--- src/rtl/multi_ring_tuner_sweep_if.sv ---
// rtl/multi_ring_tuner_sweep_if.sv - control and per-ring data bundle for the microring tuner sweep
interface multi_ring_tuner_sweep_if #(
  parameter int NUM_RINGS = 4,
  parameter int DAC_WIDTH = 8,
  parameter int ADC_WIDTH = 8
);
  localparam int IDX_W = (NUM_RINGS > 1) ? $clog2(NUM_RINGS) : 1;

  logic                           i_start;
  logic                           i_abort;
  logic                           i_search_max;
  logic [NUM_RINGS*ADC_WIDTH-1:0] i_adc;
  logic [NUM_RINGS*DAC_WIDTH-1:0] o_dac;
  logic                           o_busy;
  logic                           o_done;
  logic [IDX_W-1:0]               o_ring_idx;
  logic [NUM_RINGS*DAC_WIDTH-1:0] o_lock_code;
  logic [NUM_RINGS*ADC_WIDTH-1:0] o_lock_pwr;

  modport master (
    output i_start, i_abort, i_search_max, i_adc,
    input  o_dac, o_busy, o_done, o_ring_idx, o_lock_code, o_lock_pwr
  );

  modport slave (
    input  i_start, i_abort, i_search_max, i_adc,
    output o_dac, o_busy, o_done, o_ring_idx, o_lock_code, o_lock_pwr
  );
endinterface

--- src/rtl/multi_ring_tuner_sweep.sv ---
// rtl/multi_ring_tuner_sweep.sv - sequential DAC sweep of each microring, locking to the min/max power code
module multi_ring_tuner_sweep #(
  parameter int NUM_RINGS     = 4,
  parameter int DAC_WIDTH     = 8,
  parameter int ADC_WIDTH     = 8,
  parameter int STEP          = 1,
  parameter int SETTLE_CYCLES = 4
) (
  input logic                  i_clk,
  input logic                  i_rst,
  multi_ring_tuner_sweep_if.slave bus
);
  localparam int IDX_W = (NUM_RINGS > 1) ? $clog2(NUM_RINGS) : 1;
  localparam int CNT_W = (SETTLE_CYCLES > 1) ? $clog2(SETTLE_CYCLES) : 1;
  localparam logic [DAC_WIDTH:0] CODE_MAX = (DAC_WIDTH+1)'((1 << DAC_WIDTH) - 1);
  localparam logic [DAC_WIDTH:0] STEP_W   = (DAC_WIDTH+1)'(STEP);

  typedef enum logic [1:0] {IDLE, SETTLE, SAMPLE, DONE} state_t;

  state_t state, state_nxt;

  logic [DAC_WIDTH-1:0] dac_q       [NUM_RINGS];
  logic [DAC_WIDTH-1:0] lock_code_q [NUM_RINGS];
  logic [ADC_WIDTH-1:0] lock_pwr_q  [NUM_RINGS];

  logic [IDX_W-1:0]     ring_q;
  logic [CNT_W-1:0]     cnt_q;
  logic [DAC_WIDTH-1:0] code_q;
  logic [DAC_WIDTH-1:0] best_code_q;
  logic [ADC_WIDTH-1:0] best_pwr_q;
  logic [DAC_WIDTH-1:0] saved_dac_q;
  logic                 first_q;
  logic                 mode_max_q;

  logic [ADC_WIDTH-1:0] cur_adc;
  logic                 better;
  logic [DAC_WIDTH-1:0] eff_code;
  logic [ADC_WIDTH-1:0] eff_pwr;
  logic [DAC_WIDTH:0]   code_next;
  logic                 code_more;
  logic                 last_ring;
  logic                 settle_end;
  logic [IDX_W-1:0]     ring_inc;

  always_comb begin
    cur_adc    = bus.i_adc[int'(ring_q)*ADC_WIDTH +: ADC_WIDTH];
    // strict compare keeps the lowest code on ties
    better     = first_q || (mode_max_q ? (cur_adc > best_pwr_q) : (cur_adc < best_pwr_q));
    eff_code   = better ? code_q  : best_code_q;
    eff_pwr    = better ? cur_adc : best_pwr_q;
    code_next  = {1'b0, code_q} + STEP_W;
    code_more  = (code_next <= CODE_MAX);
    last_ring  = (ring_q == IDX_W'(NUM_RINGS - 1));
    settle_end = (cnt_q == CNT_W'(SETTLE_CYCLES - 1));
    ring_inc   = ring_q + IDX_W'(1);
  end

  always_ff @(posedge i_clk) begin
    if (i_rst) state <= IDLE;
    else       state <= state_nxt;
  end

  always_comb begin
    state_nxt = state;
    case (state)
      IDLE:    if (bus.i_start) state_nxt = SETTLE;
      SETTLE:  if (bus.i_abort) state_nxt = IDLE;
               else if (settle_end) state_nxt = SAMPLE;
      SAMPLE:  if (bus.i_abort) state_nxt = IDLE;
               else if (code_more || !last_ring) state_nxt = SETTLE;
               else state_nxt = DONE;
      DONE:    state_nxt = IDLE;
      default: state_nxt = IDLE;
    endcase
  end

  always_ff @(posedge i_clk) begin
    if (i_rst) begin
      for (int r = 0; r < NUM_RINGS; r++) begin
        dac_q[r]       <= '0;
        lock_code_q[r] <= '0;
        lock_pwr_q[r]  <= '0;
      end
      ring_q      <= '0;
      cnt_q       <= '0;
      code_q      <= '0;
      best_code_q <= '0;
      best_pwr_q  <= '0;
      saved_dac_q <= '0;
      first_q     <= 1'b0;
      mode_max_q  <= 1'b0;
    end else begin
      case (state)
        IDLE: if (bus.i_start) begin
          ring_q      <= '0;
          cnt_q       <= '0;
          code_q      <= '0;
          first_q     <= 1'b1;
          mode_max_q  <= bus.i_search_max;
          saved_dac_q <= dac_q[0];
          dac_q[0]    <= '0;
        end
        SETTLE: begin
          if (bus.i_abort) dac_q[ring_q] <= saved_dac_q;
          else if (settle_end) cnt_q <= '0;
          else cnt_q <= cnt_q + CNT_W'(1);
        end
        SAMPLE: begin
          if (bus.i_abort) begin
            dac_q[ring_q] <= saved_dac_q;
          end else begin
            best_code_q <= eff_code;
            best_pwr_q  <= eff_pwr;
            first_q     <= 1'b0;
            cnt_q       <= '0;
            if (code_more) begin
              code_q        <= code_next[DAC_WIDTH-1:0];
              dac_q[ring_q] <= code_next[DAC_WIDTH-1:0];
            end else begin
              dac_q[ring_q]       <= eff_code;
              lock_code_q[ring_q] <= eff_code;
              lock_pwr_q[ring_q]  <= eff_pwr;
              if (!last_ring) begin
                // the next ring restarts from code 0; remember its old DAC for abort
                ring_q          <= ring_inc;
                code_q          <= '0;
                first_q         <= 1'b1;
                saved_dac_q     <= dac_q[ring_inc];
                dac_q[ring_inc] <= '0;
              end
            end
          end
        end
        default: ;
      endcase
    end
  end

  for (genvar r = 0; r < NUM_RINGS; r++) begin : g_pack
    assign bus.o_dac[r*DAC_WIDTH +: DAC_WIDTH]       = dac_q[r];
    assign bus.o_lock_code[r*DAC_WIDTH +: DAC_WIDTH] = lock_code_q[r];
    assign bus.o_lock_pwr[r*ADC_WIDTH +: ADC_WIDTH]  = lock_pwr_q[r];
  end

  assign bus.o_busy     = (state == SETTLE) || (state == SAMPLE);
  assign bus.o_done     = (state == DONE);
  assign bus.o_ring_idx = ring_q;
endmodule
--- src/flat_wrapper.sv ---
// flat-port wrapper written by rule: the top's interface ports become plain ports
module multi_ring_tuner_sweep_flat 
#(
  parameter int NUM_RINGS     = 4,
  parameter int DAC_WIDTH     = 8,
  parameter int ADC_WIDTH     = 8,
  parameter int STEP          = 1,
  parameter int SETTLE_CYCLES = 4
)
  (i_clk, i_rst, bus_i_start, bus_i_abort, bus_i_search_max, bus_i_adc, bus_o_dac, bus_o_busy, bus_o_done, bus_o_ring_idx, bus_o_lock_code, bus_o_lock_pwr);
  multi_ring_tuner_sweep_if #(.NUM_RINGS(NUM_RINGS), .DAC_WIDTH(DAC_WIDTH), .ADC_WIDTH(ADC_WIDTH)) bus_i ();
  input logic i_clk;
  input logic i_rst;
  input wire logic [$bits(bus_i.i_start)-1:0] bus_i_start;
  input wire logic [$bits(bus_i.i_abort)-1:0] bus_i_abort;
  input wire logic [$bits(bus_i.i_search_max)-1:0] bus_i_search_max;
  input wire logic [$bits(bus_i.i_adc)-1:0] bus_i_adc;
  output wire logic [$bits(bus_i.o_dac)-1:0] bus_o_dac;
  output wire logic [$bits(bus_i.o_busy)-1:0] bus_o_busy;
  output wire logic [$bits(bus_i.o_done)-1:0] bus_o_done;
  output wire logic [$bits(bus_i.o_ring_idx)-1:0] bus_o_ring_idx;
  output wire logic [$bits(bus_i.o_lock_code)-1:0] bus_o_lock_code;
  output wire logic [$bits(bus_i.o_lock_pwr)-1:0] bus_o_lock_pwr;
  assign bus_i.i_start = bus_i_start;
  assign bus_i.i_abort = bus_i_abort;
  assign bus_i.i_search_max = bus_i_search_max;
  assign bus_i.i_adc = bus_i_adc;
  assign bus_o_dac = bus_i.o_dac;
  assign bus_o_busy = bus_i.o_busy;
  assign bus_o_done = bus_i.o_done;
  assign bus_o_ring_idx = bus_i.o_ring_idx;
  assign bus_o_lock_code = bus_i.o_lock_code;
  assign bus_o_lock_pwr = bus_i.o_lock_pwr;
  multi_ring_tuner_sweep #(.NUM_RINGS(NUM_RINGS), .DAC_WIDTH(DAC_WIDTH), .ADC_WIDTH(ADC_WIDTH), .STEP(STEP), .SETTLE_CYCLES(SETTLE_CYCLES)) u_core (.i_clk(i_clk), .i_rst(i_rst), .bus(bus_i));
endmodule
--- config.mk ---
export PLATFORM = sky130hd
export DESIGN_NAME = multi_ring_tuner_sweep_flat
export DESIGN_NICKNAME = d
export VERILOG_FILES = /design/src/rtl/multi_ring_tuner_sweep_if.sv /design/src/rtl/multi_ring_tuner_sweep.sv /design/src/flat_wrapper.sv
export SDC_FILE = /design/constraint.sdc
export NUM_CORES = 1
export LEC_CHECK = 0
export BUFFER_PORTS_ARGS = -buffer_cell sky130_fd_sc_hd__buf_2
export CAP_MARGIN = 20
export CORE_ASPECT_RATIO = 0.8
export CORE_MARGIN = 4
export CORE_UTILIZATION = 55
export CTS_CLUSTER_SIZE = 30
export DETAILED_ROUTE_END_ITERATION = 10
export PLACE_DENSITY = 0.8
export SLEW_MARGIN = 10
export SYNTH_ARGS = -nofsm -noshare
export SYNTH_HDL_FRONTEND = slang
export SYNTH_SLANG_ARGS = --single-unit
--- constraint.sdc ---
create_clock -name i_clk -period 4.7 [get_ports i_clk]
set_input_delay 0 -clock i_clk [delete_from_list [all_inputs] [get_ports i_clk]]
set_output_delay 0 -clock i_clk [all_outputs]
set_load 0.05 [all_outputs]
== Word level (Yosys, flattened, before mapping) ==
Memory sizes are Yosys's and may differ from the RTL's.
Cells that the tools add are included.
W data, S select, Z words.
Storage, ports and cells
  flip-flop bits (word level): 40
  RAM bits: 96
  output and inout port bits: 100
  memories: 3
Cells by class
  $add $sub $neg: 3
  order comparisons: 3
  equal/unequal tests: 12
  shift operators: 1
  muxes and demuxes: 76
  bitwise gates (word level): 5
  reduce and logical (&&, ||, !) cells: 18
Memory list
  u_core.dac_q: depth 4, bits a word 8, read ports 5, clocked after memory_dff 0, wr ports 4, RTL line multi_ring_tuner_sweep.sv:22  | logic [DAC_WIDTH-1:0] dac_q [NUM_RINGS];
  u_core.lock_code_q: depth 4, bits a word 8, read ports 4, clocked after memory_dff 0, wr ports 4, RTL line multi_ring_tuner_sweep.sv:23  | logic [DAC_WIDTH-1:0] lock_code_q [NUM_RINGS];
  u_core.lock_pwr_q: depth 4, bits a word 8, read ports 4, clocked after memory_dff 0, wr ports 4, RTL line multi_ring_tuner_sweep.sv:24  | logic [ADC_WIDTH-1:0] lock_pwr_q [NUM_RINGS];
Operators with widths (count)
  $mux W8: 18
  $mux W1: 36
  $mux W2: 16
  $pmux W8 S2: 2
  $reduce_or A8 Y1: 4
  $shiftx A32 B6 Y8: 1
  $ne A2 B2 Y1 const B: 5
  $add A8 B1 Y9 const B: 1
  $le A9 B8 Y1 const B: 1
  $eq A2 B2 Y1 const B: 4
  $gt A8 B8 Y1: 1
  $lt A8 B8 Y1: 1
  $pmux W2 S4: 1
  $reduce_and A4 Y1: 2
  $ne A3 B2 Y1 const B: 2
  $pmux W2 S3: 1
  $reduce_and A2 Y1: 3
  $reduce_and A5 Y1: 1
  $add A2 B1 Y2 const B: 2
  $or A1 B1 Y1: 4
  $pmux W2 S2: 1
  $logic_or A1 B1 Y1: 3
  $reduce_and A3 Y1: 1
  $reduce_bool A3 Y1: 1
  other kinds (6): 6

== Longest topological paths before layout ==
  depth after elaboration: 11
  depth in mapped cells: 13
  mapped depth without buffers: 9

== Worst setup path after synthesis ==
No wires, ideal clock.
  kind: reg2reg
  start: register u_core.ring_q[0] (netlist: u_core.bus.o_ring_idx[0])
  end: memory u_core.lock_code_q[0][6] (data pin)
  setup time: 273 ps
  data arrival time: 3696 ps
  required time: 4427 ps
  path slack: 730 ps
  stages on the path, launching flop included: 12
  buffers on the path: 3
  path through: dfxtp_1 clkbuf_1 buf_2 mux4_2 ha_1 and4_1 and3_1 o21a_1 a211oi_1 buf_2 mux2i_1 nor2_1
RTL lines
  from (decl): RTL line multi_ring_tuner_sweep.sv:26  | logic [IDX_W-1:0] ring_q;
  from (signal assigned): RTL line multi_ring_tuner_sweep.sv:125  | ring_q <= ring_inc;
  to (decl): RTL line multi_ring_tuner_sweep.sv:23

==> results.md <==
* Detailed-route wire length at 19.41 mm
* Final setup viols at 0
* Initial Util at 56.11%
* Area leader, netlist: edfxtp_1
* Worst R2R End: u_core.dac_q[3][0]
* Mapped Cells at 620
* Final Skew at 9.160 ps
* Reg2Reg Launch Point: u_core.bus.o_ring_idx[0]
* Worst-path fanout max at 20
* H-tree depth at 4
* Mean area per synthesized cell at approximately 10 sq um
* Hold Fails Final Rpt at 0
* ANT cells at 0
* Post-DP Area at about 0.0072 sq mm
* Inst Count DP at about 880
* R2r setup slk at between 600 and 700 ps
* IO Port Bufs at 136
* Startpoint Class: flip-flop
* Vias in the first global route at 5625
* PwrDens at around 380 mW/mm^2
* Synth top area share at approximately 30%
* WP data arrival at 4270 ps
* Reg2Reg Depth at 9
* Worst Hold Margin at 120.1 ps
* Setup TNS Final at 0 ps
* Setup Crit Path Kind: reg -> reg
* Longest Clk Path Bufs at 2
* EDFF count, synth at 64
* Drt first pass iters at 5
* Layout net count at 812
* CP delay by family, top: multiplexers
* Fmax at 248.5 MHz
* Status: complete, no violations
* CTS Root Cell: clkbuf_16
* Register area share after synthesis at 52.24%
* Seq cells post-synth at 136
* RSZ-0062 raised after global routing: false
* Maxcap violations at 0
* Hold path cells at 4
* Worst IR drop on VDD at about 0.25 mV
* CTS tree: yes
* Design area at between 0.007 and 0.008 sq mm
* Final Power at 3.029 mW
* Antenna violations before repair at 0
* GRT overflow at 0
* Worst slew margin at 24.23%
* IO Pins at 137
* Cts bufs inserted at 17
* Worst-margin pin slew at 1105 ps
* Setup repair bufs after CTS at 0
* Library cells used by synthesis at 58
* Dpl hpwl at 13.59 mm
* HP Class: in -> reg
* Post-synth ARST share at 0%
* Main synth FF type: dfxtp_1
* Die area at between 0.01 and 0.015 sq mm
* Non-Filler Instances at approximately 900
* Worst path slowest cell: mux2i_1
* Antenna Violating Nets Remaining at 0
* Fin crit period at 4024 ps
* Ys Warns at 0
* Cells resized by post-CTS repair at 0
* Core area at 0.01147 sq mm
* Hold Path End: u_core.cnt_q[1]
* Starting DRT DRC Count at about 670
* Die Y-Extent at roughly 100 um
* Worst Min Path Start: bus_i_start
* Max incr delay on CP at 940 ps
* Largest net degree at the start of global routing at 41
* CTS Sinks at 136
* Most frequent cells in the layout: 136 x buf_2, 100 x nor2_1, 72 x dfxtp_1
* Rows at 35
* Most common cell after layout, fill and taps aside: buf_2
* Die Wd at 129.0 um
* Avg WL per Cell at 21.19 um
* Synthesized cell area at 0.006437 sq mm
* Routability cong. at about 0.89
* Share of layout cells above drive strength 1 at 26.69%
* Ranking of synthesized cells by area: edfxtp_1 30%, dfxtp_1 22%, nor2_1 5.8%
* Critical path depth at 9
* Max-slew violations at 0
* # DRC at 0
* CP Capture Type: flip-flop
* First-pass GRT wire length at 30.13 mm
* Crit-path cells: mux4_2, ha_1, and4_1, and3_1, o21a_1, a211oi_2, buf_4, mux2i_1, o21ai_0
* Static leakage at 3.030 nW
* Post-route clock period utilization at 85.61%
* Via count at 5802
* CTS clk-pin slew, worst paths at 60 ps
* Number of buffers and inverters on the critical path at 1
* GRT Overall Usage at 28.54%
* Mapped Nets at 677
* Area grow syn2layout at 22.49%
* Clock latency at the later pin of the worst-skew pair at 420 ps
* Critical Path RT at 4940 ps
* Via/cell ratio at 6.334
## cell families (layout without fill, tap and decap cells)
logic type               count (synthesis)  after routing  share of synthesized area [%]
multiplexers                            44             44                          8.571
AND/OR/NAND/NOR                        194            194                          13.61
AO/OA/AOI/OAI                          174            174                          17.80
buffers and inverters                   47            195                          3.207
XOR/XNOR                                 5              5                         0.6802
adder cells (fa/ha/maj)                 20             20                          3.887
flip-flops                             136            136                          52.24
## layer usage
layer	up-vias	track usage, %	share of wire (%)
li1	2576	-	-
met1	2784	37.11	39
met2	381	46.97	48
met3	61	7.256	11
met4	0	8.546	2.2
met5	-	0	0
## cells in the mapped netlist, types with 3 or more instances
library cell / instances
a21oi_1: 37
nand4_1: 4
o21a_1: 4
o21ai_0: 53
nand2_2: 3
a31oi_1: 7
nand3_1: 17
dfxtp_1: 72
a32oi_1: 15
mux4_2: 8
xor2_1: 4
mux2i_1: 27
a31oi_4: 3
o31ai_1: 6
nor3_1: 3
o22ai_1: 9
nor2b_1: 8
a211oi_1: 3
mux2_2: 9
o21ai_1: 3
nor2_1: 100
ha_1: 20
buf_2: 9
edfxtp_1: 64
and4_1: 3
a22oi_1: 15
nand2b_1: 3
inv_1: 14
nand2_1: 38
clkbuf_1: 19
## worst register-to-register path, delay by kind of cell (launching register included)
family	cells	cell delay (ps)
and+or+nand+nor	2	390
AOI/OAI and AO/OA	3	590
adders and majority gates	1	360
buffers and inverters	1	300
muxes	2	1570
DFF	1	640
## worst max-delay path by stage
| stage | start | end | slack, ps |
|---|---|---|---|
| CTS | u_core.bus.o_ring_idx[0] | u_core.dac_q[2][1] | 660 |
| detailed placement | u_core.bus.o_ring_idx[0] | u_core.dac_q[0][1] | 690 |
| global placement | u_core.bus.o_ring_idx[0] | u_core.dac_q[0][1] | 800 |
| floorplan | u_core.bus.o_ring_idx[0] | u_core.lock_code_q[0][6] | 730 |
| finish | u_core.bus.o_ring_idx[0] | u_core.dac_q[3][0] | 680 |
| global route | u_core.bus.o_ring_idx[0] | u_core.lock_code_q[2][0] | 470 |
## timing repair
action,CTS,global route
hold buffers,4,0
setup endpoints to repair,0,0
hold endpoints to repair,3,0
## layout make-up
| class | instances | area [sq um] |
|---|---|---|
| tap | 148 | 185.2 |
| inverter | 14 | 52.55 |
| multi-input combinational | 437 | 2879 |
| clock buffer | 17 | 425.4 |
| clock inverter | 15 | 191.4 |
| sequential | 136 | 3363 |
| timing repair buffer | 149 | 788.3 |
| fill | 863 | 3588 |
## registers in the layout (all words and copies together), names as in the netlist
signal	cells
u_core.bus.o_ring_idx	2
u_core.best_pwr_q	8
u_core.first_q	1
u_core.dac_q	32
u_core.best_code_q	8
u_core.mode_max_q	1
u_core.lock_pwr_q	32
u_core.lock_code_q	32
u_core.state	2
u_core.cnt_q	2
u_core.code_q	8
u_core.saved_dac_q	8
## metrics by stage
step | utilization, % | worst slack (ps)
final | 68.72 | 676.4
after global routing | 68.72 | 472.3
after CTS | 68.53 | 661.3
after detailed placement | 62.80 | 692.2
after global placement | 62.80 | 795.8
after floorplan | - | 730.3
## where the power goes
part	total (mW)	switching, mW	internal (mW)
registers	1.29	0.0148	1.27
clock network	1.38	0.538	0.846
logic	0.358	0.261	0.0971
total	3.03	0.814	2.21
No activity file was read; power rests on OpenSTA's default activity.
